**config.mk**
```make
export PLATFORM = sky130hd
export DESIGN_NAME = ecc_decode_ctrl
export DESIGN_NICKNAME = d
export VERILOG_FILES = /design/src/rtl/ecc_pkg.sv /design/src/rtl/ecc_syndrome.sv /design/src/rtl/ecc_decode_ctrl.sv
export SDC_FILE = /design/constraint.sdc
export NUM_CORES = 1
export LEC_CHECK = 0
export ABC_AREA = 1
export CORE_ASPECT_RATIO = 1.2
export CORE_MARGIN = 2
export CORE_UTILIZATION = 35
export DETAILED_ROUTE_END_ITERATION = 10
export PLACE_DENSITY_LB_ADDON = 0.15
export SETUP_SLACK_MARGIN = 0.2
export SYNTH_ARGS = -nofsm -noshare
export SYNTH_HDL_FRONTEND = slang
export SYNTH_HIERARCHICAL = 1
export SYNTH_SLANG_ARGS = --single-unit
```
**constraint.sdc**
```tcl
create_clock -name clk -period 2.75 [get_ports clk]
set_input_delay 0.55 -clock clk [delete_from_list [all_inputs] [get_ports clk]]
set_output_delay 0.55 -clock clk [all_outputs]
set_load 0.01 [all_outputs]
```
**src/rtl/ecc_pkg.sv**
```systemverilog
// ecc_pkg: shared types and constants for the ECC decode controller.
//   ecc_state_t  - controller FSM states
//   ecc_status_t - result classification reported on out_status
//   H1_COLS      - parity-check columns for 8-bit codewords, index = bit position
//   H2_COLS      - parity-check columns for 16-bit codewords, index = bit position
//   MODE_8BIT    - in_mode encoding that selects 8-bit/H1; any other value selects 16-bit/H2
package ecc_pkg;

  typedef enum logic [1:0] {
    S_IDLE = 2'd0,
    S_SYND = 2'd1,
    S_CORR = 2'd2,
    S_OUT  = 2'd3
  } ecc_state_t;

  typedef enum logic [1:0] {
    ST_NO_ERR = 2'd0,
    ST_SINGLE = 2'd1,
    ST_DOUBLE = 2'd2
  } ecc_status_t;

  localparam logic [1:0] MODE_8BIT = 2'd0;

  // Packed so that H1_COLS[j] is the column for codeword bit j.
  localparam logic [7:0][3:0] H1_COLS = {
    4'b1111, 4'b1110, 4'b1101, 4'b1011,
    4'b1000, 4'b1100, 4'b1010, 4'b1001
  };

  localparam logic [15:0][4:0] H2_COLS = {
    5'b11111, 5'b11110, 5'b11101, 5'b11100,
    5'b11011, 5'b11010, 5'b11001, 5'b10111,
    5'b10110, 5'b10101, 5'b10011, 5'b10000,
    5'b11000, 5'b10100, 5'b10010, 5'b10001
  };

endpackage

```
**src/rtl/ecc_syndrome.sv**
```systemverilog
// ecc_syndrome: combinational syndrome s = H*y over GF(2).
//   word_i     - codeword (bits [7:0] used in 8-bit mode, [15:0] in 16-bit mode)
//   mode_i     - MODE_8BIT selects H1, anything else selects H2
//   syndrome_o - 5-bit syndrome; bit 4 is always 0 in 8-bit mode
module ecc_syndrome
  import ecc_pkg::*;
#(
  parameter int DATA_WIDTH = 32
) (
  input  logic [DATA_WIDTH-1:0] word_i,
  input  logic [1:0]            mode_i,
  output logic [4:0]            syndrome_o
);

  // NOTE: blocking '=' is correct in combinational blocks; the XOR
  // accumulation relies on each iteration seeing the previous result.
  always_comb begin
    syndrome_o = '0;
    if (mode_i == MODE_8BIT) begin
      for (int j = 0; j < 8; j++) begin
        if (word_i[j]) syndrome_o[3:0] = syndrome_o[3:0] ^ H1_COLS[j];
      end
    end else begin
      for (int j = 0; j < 16; j++) begin
        if (word_i[j]) syndrome_o = syndrome_o ^ H2_COLS[j];
      end
    end
  end

endmodule

```
**src/rtl/ecc_decode_ctrl.sv**
```systemverilog
// ecc_decode_ctrl: sequences one codeword at a time through syndrome
// computation, classification and single-bit correction.
//   clk, rst                        - clock, asynchronous active-high reset
//   in_valid/in_ready/in_word/in_mode - codeword input handshake
//   out_valid/out_ready               - result handshake
//   out_word/out_status/out_syndrome  - corrected word, class, raw syndrome
//   clr_cnt                           - synchronous clear of both counters
//   single_cnt/double_cnt             - saturating per-class result counters
module ecc_decode_ctrl
  import ecc_pkg::*;
#(
  parameter int DATA_WIDTH = 32,
  parameter int CNT_WIDTH  = 16
) (
  input  logic                  clk,
  input  logic                  rst,
  input  logic                  in_valid,
  output logic                  in_ready,
  input  logic [DATA_WIDTH-1:0] in_word,
  input  logic [1:0]            in_mode,
  output logic                  out_valid,
  input  logic                  out_ready,
  output logic [DATA_WIDTH-1:0] out_word,
  output logic [1:0]            out_status,
  output logic [4:0]            out_syndrome,
  input  logic                  clr_cnt,
  output logic [CNT_WIDTH-1:0]  single_cnt,
  output logic [CNT_WIDTH-1:0]  double_cnt
);

  localparam logic [DATA_WIDTH-1:0] MASK8  = DATA_WIDTH'(16'h00FF);
  localparam logic [DATA_WIDTH-1:0] MASK16 = DATA_WIDTH'(16'hFFFF);
  localparam logic [CNT_WIDTH-1:0]  CNT_ONE = CNT_WIDTH'(1);

  ecc_state_t             state_q, state_d;
  logic [DATA_WIDTH-1:0]  word_q, word_d;
  logic [1:0]             mode_q, mode_d;
  logic [4:0]             synd_q, synd_d;
  logic [DATA_WIDTH-1:0]  out_word_q, out_word_d;
  ecc_status_t            status_q, status_d;
  logic [CNT_WIDTH-1:0]   single_cnt_q, single_cnt_d;
  logic [CNT_WIDTH-1:0]   double_cnt_q, double_cnt_d;

  logic [4:0]             synd_comb;

  ecc_syndrome #(
    .DATA_WIDTH (DATA_WIDTH)
  ) u_syndrome (
    .word_i     (word_q),
    .mode_i     (mode_q),
    .syndrome_o (synd_comb)
  );

  // Classification of the registered syndrome.
  logic                  wide;
  logic                  p_bit;
  logic                  s_nz;
  logic                  hit;
  logic [3:0]            hit_idx;
  logic [DATA_WIDTH-1:0] flip_mask;
  ecc_status_t           cls;

  always_comb begin
    wide      = (mode_q != MODE_8BIT);
    p_bit     = wide ? synd_q[4] : synd_q[3];
    s_nz      = wide ? (|synd_q[3:0]) : (|synd_q[2:0]);
    hit       = 1'b0;
    hit_idx   = '0;
    flip_mask = '0;
    // Column lookup: find the bit whose H column equals the syndrome.
    if (wide) begin
      for (int j = 0; j < 16; j++) begin
        if (synd_q == H2_COLS[j]) begin
          hit     = 1'b1;
          hit_idx = 4'(j);
        end
      end
    end else begin
      for (int j = 0; j < 8; j++) begin
        if (synd_q == {1'b0, H1_COLS[j]}) begin
          hit     = 1'b1;
          hit_idx = 4'(j);
        end
      end
    end
    if (hit) flip_mask[hit_idx] = 1'b1;
    // A parity-odd syndrome with no matching column is treated as
    // uncorrectable rather than guessing a bit to flip.
    if (!p_bit && !s_nz)  cls = ST_NO_ERR;
    else if (p_bit && hit) cls = ST_SINGLE;
    else                   cls = ST_DOUBLE;
  end

  // NOTE: every signal assigned here gets a default first so no latch is
  // inferred on paths that do not update it.
  always_comb begin
    state_d      = state_q;
    word_d       = word_q;
    mode_d       = mode_q;
    synd_d       = synd_q;
    out_word_d   = out_word_q;
    status_d     = status_q;
    single_cnt_d = single_cnt_q;
    double_cnt_d = double_cnt_q;

    unique case (state_q)
      S_IDLE: begin
        if (in_valid) begin
          word_d  = in_word & ((in_mode == MODE_8BIT) ? MASK8 : MASK16);
          mode_d  = in_mode;
          state_d = S_SYND;
        end
      end
      S_SYND: begin
        synd_d  = synd_comb;
        state_d = S_CORR;
      end
      S_CORR: begin
        status_d   = cls;
        out_word_d = (cls == ST_SINGLE) ? (word_q ^ flip_mask) : word_q;
        if (cls == ST_SINGLE && single_cnt_q != '1) single_cnt_d = single_cnt_q + CNT_ONE;
        if (cls == ST_DOUBLE && double_cnt_q != '1) double_cnt_d = double_cnt_q + CNT_ONE;
        state_d = S_OUT;
      end
      S_OUT: begin
        if (out_ready) state_d = S_IDLE;
      end
      default: state_d = S_IDLE;
    endcase

    // Clear wins over any increment computed above.
    if (clr_cnt) begin
      single_cnt_d = '0;
      double_cnt_d = '0;
    end
  end

  // NOTE: sequential state uses non-blocking '<=' so all registers update
  // from the same pre-edge values.
  always_ff @(posedge clk or posedge rst) begin
    if (rst) begin
      state_q      <= S_IDLE;
      word_q       <= '0;
      mode_q       <= MODE_8BIT;
      synd_q       <= '0;
      out_word_q   <= '0;
      status_q     <= ST_NO_ERR;
      single_cnt_q <= '0;
      double_cnt_q <= '0;
    end else begin
      state_q      <= state_d;
      word_q       <= word_d;
      mode_q       <= mode_d;
      synd_q       <= synd_d;
      out_word_q   <= out_word_d;
      status_q     <= status_d;
      single_cnt_q <= single_cnt_d;
      double_cnt_q <= double_cnt_d;
    end
  end

  // Gated by rst so the source sees not-ready while reset is held.
  assign in_ready     = (state_q == S_IDLE) && !rst;
  assign out_valid    = (state_q == S_OUT);
  assign out_word     = out_word_q;
  assign out_status   = status_q;
  assign out_syndrome = synd_q;
  assign single_cnt   = single_cnt_q;
  assign double_cnt   = double_cnt_q;

endmodule

```
# Word-level counts from Yosys, hierarchy flattened

Index checks and enable logic that the tools add are counted.

Flip-flop bits (word level): 107
Input port bits: 39
Output and inout bits: 73
Word-level logic and storage cells: 205

Add/sub/neg operators: 2
Magnitude comparators: 2
Equality and inequality tests: 33
Multiplexer cells: 114
Bitwise operators: 24
Reductions and logical operators: 22

Operator list:

| cell                                                | number |
|---|---|
| two-way mux 5 bit                                   | 31 |
| two-way mux 4 bit                                   | 37 |
| two-way mux 16 bit                                  | 8 |
| == test 5 bit (second input constant)               | 16 |
| == test 5 x 4 -> 1 bit (second input constant)      | 8 |
| adder 16 x 1 -> 16 bit (second input constant)      | 2 |
| bitwise AND 32 x 16 -> 32 bit                       | 1 |
| two-way mux 32 bit                                  | 1 |
| inequality test 16 bit (second input constant)      | 2 |
| XOR 32 bit                                          | 1 |
| two-way mux 1 bit                                   | 31 |
| inverter 3 bit                                      | 9 |
| inverter 4 bit                                      | 5 |
| inverter 2 bit                                      | 5 |
| two-way mux 2 bit                                   | 4 |
| one-hot mux 2 bit (4 select lines)                  | 1 |
| AND reduction 2 bit                                 | 4 |
| nonzero test 2 bit                                  | 4 |
| == test 2 bit (second input constant)               | 3 |
| logical AND 1 bit                                   | 6 |
| zero test 2 bit                                     | 3 |
| < comparator 4 x 6 -> 1 bit (second input constant) | 1 |
| inverter 5 bit                                      | 1 |
| demux 1 bit (select 4 bit)                          | 1 |
| 8 further kinds                                     | 12 |

# Depth between registers and ports, before layout

Word-level depth: 47
Gate-level depth with buffers: 14

# Modules after synthesis

Netlist, hierarchy kept.

Modules (own cells, without submodules):

| module          | instances | cells an instance | area each (um^2) |
|---|---|---|---|
| ecc_decode_ctrl | 1         | 566               | 4242.8 |
| ecc_syndrome    | 1         | 111               | 635.6 |

# Worst setup path after synthesis

Ideal clock, no wire load.

Path type: register to register
Start point: register single_cnt_q[0], in the netlist single_cnt[0]
End point: register single_cnt_q[9], in the netlist single_cnt[9]
Library setup time: 0.135 ns
Arrival time: 1.655 ns
Required time: 2.615 ns
Slack: 0.960 ns
Cell stages (with the launch flop): 12
Buffers on the path: 0
Clock period less this slack: 1.790 ns
Cells stage by stage: dfrtp_1 ha_1 nand3_1 nor2_1 nand2_1 nor2_1 nand4_1 nand3_2 inv_2 nand2_1 o21ai_1 nor3b_1

Cells in the longest elaborated chain, start to end: 4
Elaborated cells between the ends (all ways): 8

RTL lines:

| item                                                                    | line                   | source |
|---|---|---|
| from (decl)                                                             | ecc_decode_ctrl.sv:41  | `logic [CNT_WIDTH-1:0] single_cnt_q, single_cnt_d;` |
| from (signal assigned)                                                  | ecc_decode_ctrl.sv:157 | `single_cnt_q <= single_cnt_d;` |
| adder 16 x 1 -> 16 bit / inequality test 16 bit (equally long branches) | ecc_decode_ctrl.sv:121 | `if (cls == ST_SINGLE && single_cnt_q != '1) single_cnt_d = single_cnt_q + CNT_ONE;` |
| two-way mux 16 bit / logical AND 1 bit (equally long branches)          | ecc_decode_ctrl.sv:121 |  |
| two-way mux 16 bit / nonzero test 2 bit (equally long branches)         | n/a                    |  |
| two-way mux 16 bit / AND reduction 2 bit (equally long branches)        | n/a                    |  |

Several ways; a longest one is shown, not always the timed one. The select of a mux whose other input is x is not followed.
A chain may end at the register's enable or synchronous reset.

# Worst setup path after layout

Start point: register state_q[0]
End point: output in_ready

Cells in the longest elaborated chain, start to end: 2

RTL lines:

| item                   | line                   | source |
|---|---|---|
| from (decl)            | ecc_decode_ctrl.sv:35  | `ecc_state_t state_q, state_d;` |
| from (signal assigned) | ecc_decode_ctrl.sv:151 | `state_q <= state_d;` |
| zero test 2 bit        | ecc_decode_ctrl.sv:163 | `assign in_ready = (state_q == S_IDLE) && !rst;` |
| logical AND 1 bit      | ecc_decode_ctrl.sv:163 |  |
| to (decl)              | ecc_decode_ctrl.sv:18  | `output logic in_ready,` |

No other way between the ends.

==> run summary <==
CP cell instances = inv_1, ha_1, inv_1, nor2_1, clkdlybuf4s50_1
Worst Skew = 0.01288 ns
Total CTS buffers = 9
Final Total Pwr = 6727 uW
R2R Path End = double_cnt[15]
Placed Cells = 916
DRC Markers = 0
Worst R2R Path Depth = 12
Drt via density = 4.916
Final Worst Setup Slack = 0.4486 ns
Largest net degree at the start of global routing = 76
Worst Hold Depth = 2
Final min period = 2.301 ns
Max FO, Critical Path = 4
EDFF count, synth = 0
Die footprint = 0.01490 sq mm
Max_slew headroom = 58.19%
CTS tree = done
Hold_buf cts = 0
Die Width = 111.8 um
Row cnt = 47
Antenna violations before repair = 0
Fin nets = 802
Clk_lat worst skew = 0.34 ns
Grt total ovfl = 0
Main flop type after synthesis = dfrtp_1
Pre-antenna DRT Iters = 6
Final Cycle Share = 83.69%
Synth Instances = 677
Post-CTS Setup Bufs = 0
Placement Setup Slack = 0.5375 ns
Synth Warn # = 6
Share of layout cells above drive strength 1 = 8.804%
PD cells = 1099 mW/mm^2
Max incr delay on CP = 0.56 ns
HP Class = reg -> reg
Die height = 133.3 um
Kind of critical path = reg -> out
Via count = 4,582
Clock buffer depth = 2
Stages on worst setup path = 5
CTS resizes = 0
Diodes inserted = 0
Slew at the pin with the worst max-slew slack = 0.6264 ns
Fmax = 0.4345 GHz
Library cells used by synthesis = 40
CP Buf/Inv Count = 3
Crit start category = register
Maxcap violations = 0
Cell mode on critical path = inv_1
RR Startpoint = out_syndrome[4]
Slowest stage cell on the critical path = clkdlybuf4s50_1
Hold path startpoint = out_word[7]
Total Wirelength = 12,860 um
Initial Util = 35.60%
CTS root buf = clkbuf_16
Routed WL per cell = 13.80 um
IO Port Bufs = 79
ANT nets after route = 0
Unrepaired setup endpoints after global routing = no
# setup viols final = 0
R2R setup slack = 0.58 ns
Overall Global Routing Usage = 17.65%
WP data arrival = 1.75 ns
Cell Area, Synth = 0.004878 sq mm
Mean Syn Cell Area = 7.206 sq um
Setup TNS = 0 ns
Detailed Place HPWL = 9651 um
Register bit total from synthesis = 75
First-pass GRT wire length = 21,350 um
Lkg Pwr = 0.002802 uW
GP Congestion = 0.9064
Worst Setup End Kind = output port
Vias in the first global route = 4,374
Ys async rst share = 100.0%
IO Pins = 112
Post-synthesis sequential area ratio = 38.47%
P&R area growth vs syn = 25.47%
Worst-path clk slew = 0.06 ns
Peak VDD IR = 398.8 uV
H-tree depth = 3
Finished Layout Cells = 932
Hold Path End = out_word[7]
Critical Path Start = state_q[0]
CTS sink cnt = 75
Crit-path leading delay family = buffers and inverters
Core Area = 0.01370 sq mm
CP Data Required Time = 2.20 ns
1st-iter DRT viols = 165
Fin. max-slew vios = 0
Final hold vios = 0
Run status = completed
## stage by stage
step	util [%]	hold slack, ns	instance area (sq um)
2_1_floorplan	-	0.5157	4935
3_3_place_gp	42.36	0.4657	5804
3_5_place_dp	42.36	0.4709	5804
4_1_cts	44.67	0.4871	6121
5_1_grt	44.67	0.5066	6121
6_report	44.67	0.4836	6121
## placed cells by master (no fill, tap or decap), types with 21 or more instances in the layout
master           instances
nand2_1                195
clkdlybuf4s50_1         79
inv_1                   73
nor2_1                  44
nand3_1                 55
dfrtp_1                 75
o21ai_0                 37
a21oi_1                 21
## layout make-up
type,count,area [sq um]
Fill cell,1399,7581
Multi-Input combinational cell,495,2527
Sequential cell,75,1877
Timing Repair Buffer,85,848.3
Inverter,90,337.8
Clock buffer,10,229.0
Tap cell,171,214.0
Clock inverter,6,87.58
## metal layers
| layer | share of wire [%] | global-route usage [%] |
|---|---|---|
| met5 | 0 | 0 |
| met4 | 1.4 | 5.418 |
| met3 | 4.3 | 3.367 |
| met2 | 52 | 31.72 |
| met1 | 42 | 21.35 |
## worst register-to-register path, cell delays in order (launching register included)
cell and delay, ns:
dfrtp_1 0.57, inv_2 0.16, nand2_1 0.15, o21ai_2 0.16, nor2_1 0.17, nand2_2 0.16, nor3_2 0.19, nand2_1 0.13
nor3_2 0.17, nand2_1 0.07, nand2_1 0.06, nand2_1 0.05, nor2_1 0.08
## Yosys cell counts (2+ instances only)
cell	n	area, sq um
nand2_2	7	43.79
nand3_1	55	275.3
nor2_1	44	165.2
nor4_1	3	18.77
nor2_4	4	45.04
xor2_1	17	148.9
inv_1	74	277.8
dfrtp_1	75	1877
nor3_1	10	50.05
o21ai_1	7	35.03
xnor2_2	2	32.53
o21ai_0	37	185.2
nand3_2	2	20.02
nor2_2	6	37.54
o31ai_1	4	30.03
a21oi_1	21	105.1
ha_1	7	87.58
o21ai_2	2	17.52
inv_2	16	60.06
nor3_2	2	20.02
nand2_1	195	732.0
nand4_1	16	100.1
o22ai_1	9	56.30
buf_4	19	142.6
clkbuf_1	11	41.29
o21a_1	2	15.01
xnor2_1	17	148.9
## kinds of logic after synthesis
logic type               synth area share [%]
other                                 0.07687
adder cells (fa/ha/maj)                 1.795
AO/OA/AOI/OAI                           10.08
XOR/XNOR                                7.104
flip-flops                              38.47
AND/OR/NAND/NOR                         31.60
buffers and inverters                   10.87
## sequential cells by signal, summed over array words and instances (netlist names)
name	cells
out_syndrome	5
double_cnt	16
mode_q	2
single_cnt	16
word_q	16
out_status	2
out_word	16
state_q	2
## power breakdown
part           internal, uW  leakage (uW)  switching [uW]  total [uW]
clock network           797      0.000157             474        1270
registers              1420      0.000984             449        1870
logic                  1450       0.00166            2140        3590
## how the worst max path moves through the flow
| stage | endpoint |
|---|---|
| final | in_ready |
| after global routing | double_cnt[15] |
| after CTS | in_ready |
| after detailed placement | in_ready |
| after global placement | in_ready |
| after floorplan | double_cnt[0] |
Note: power is estimated with default switching activity, not from simulation.
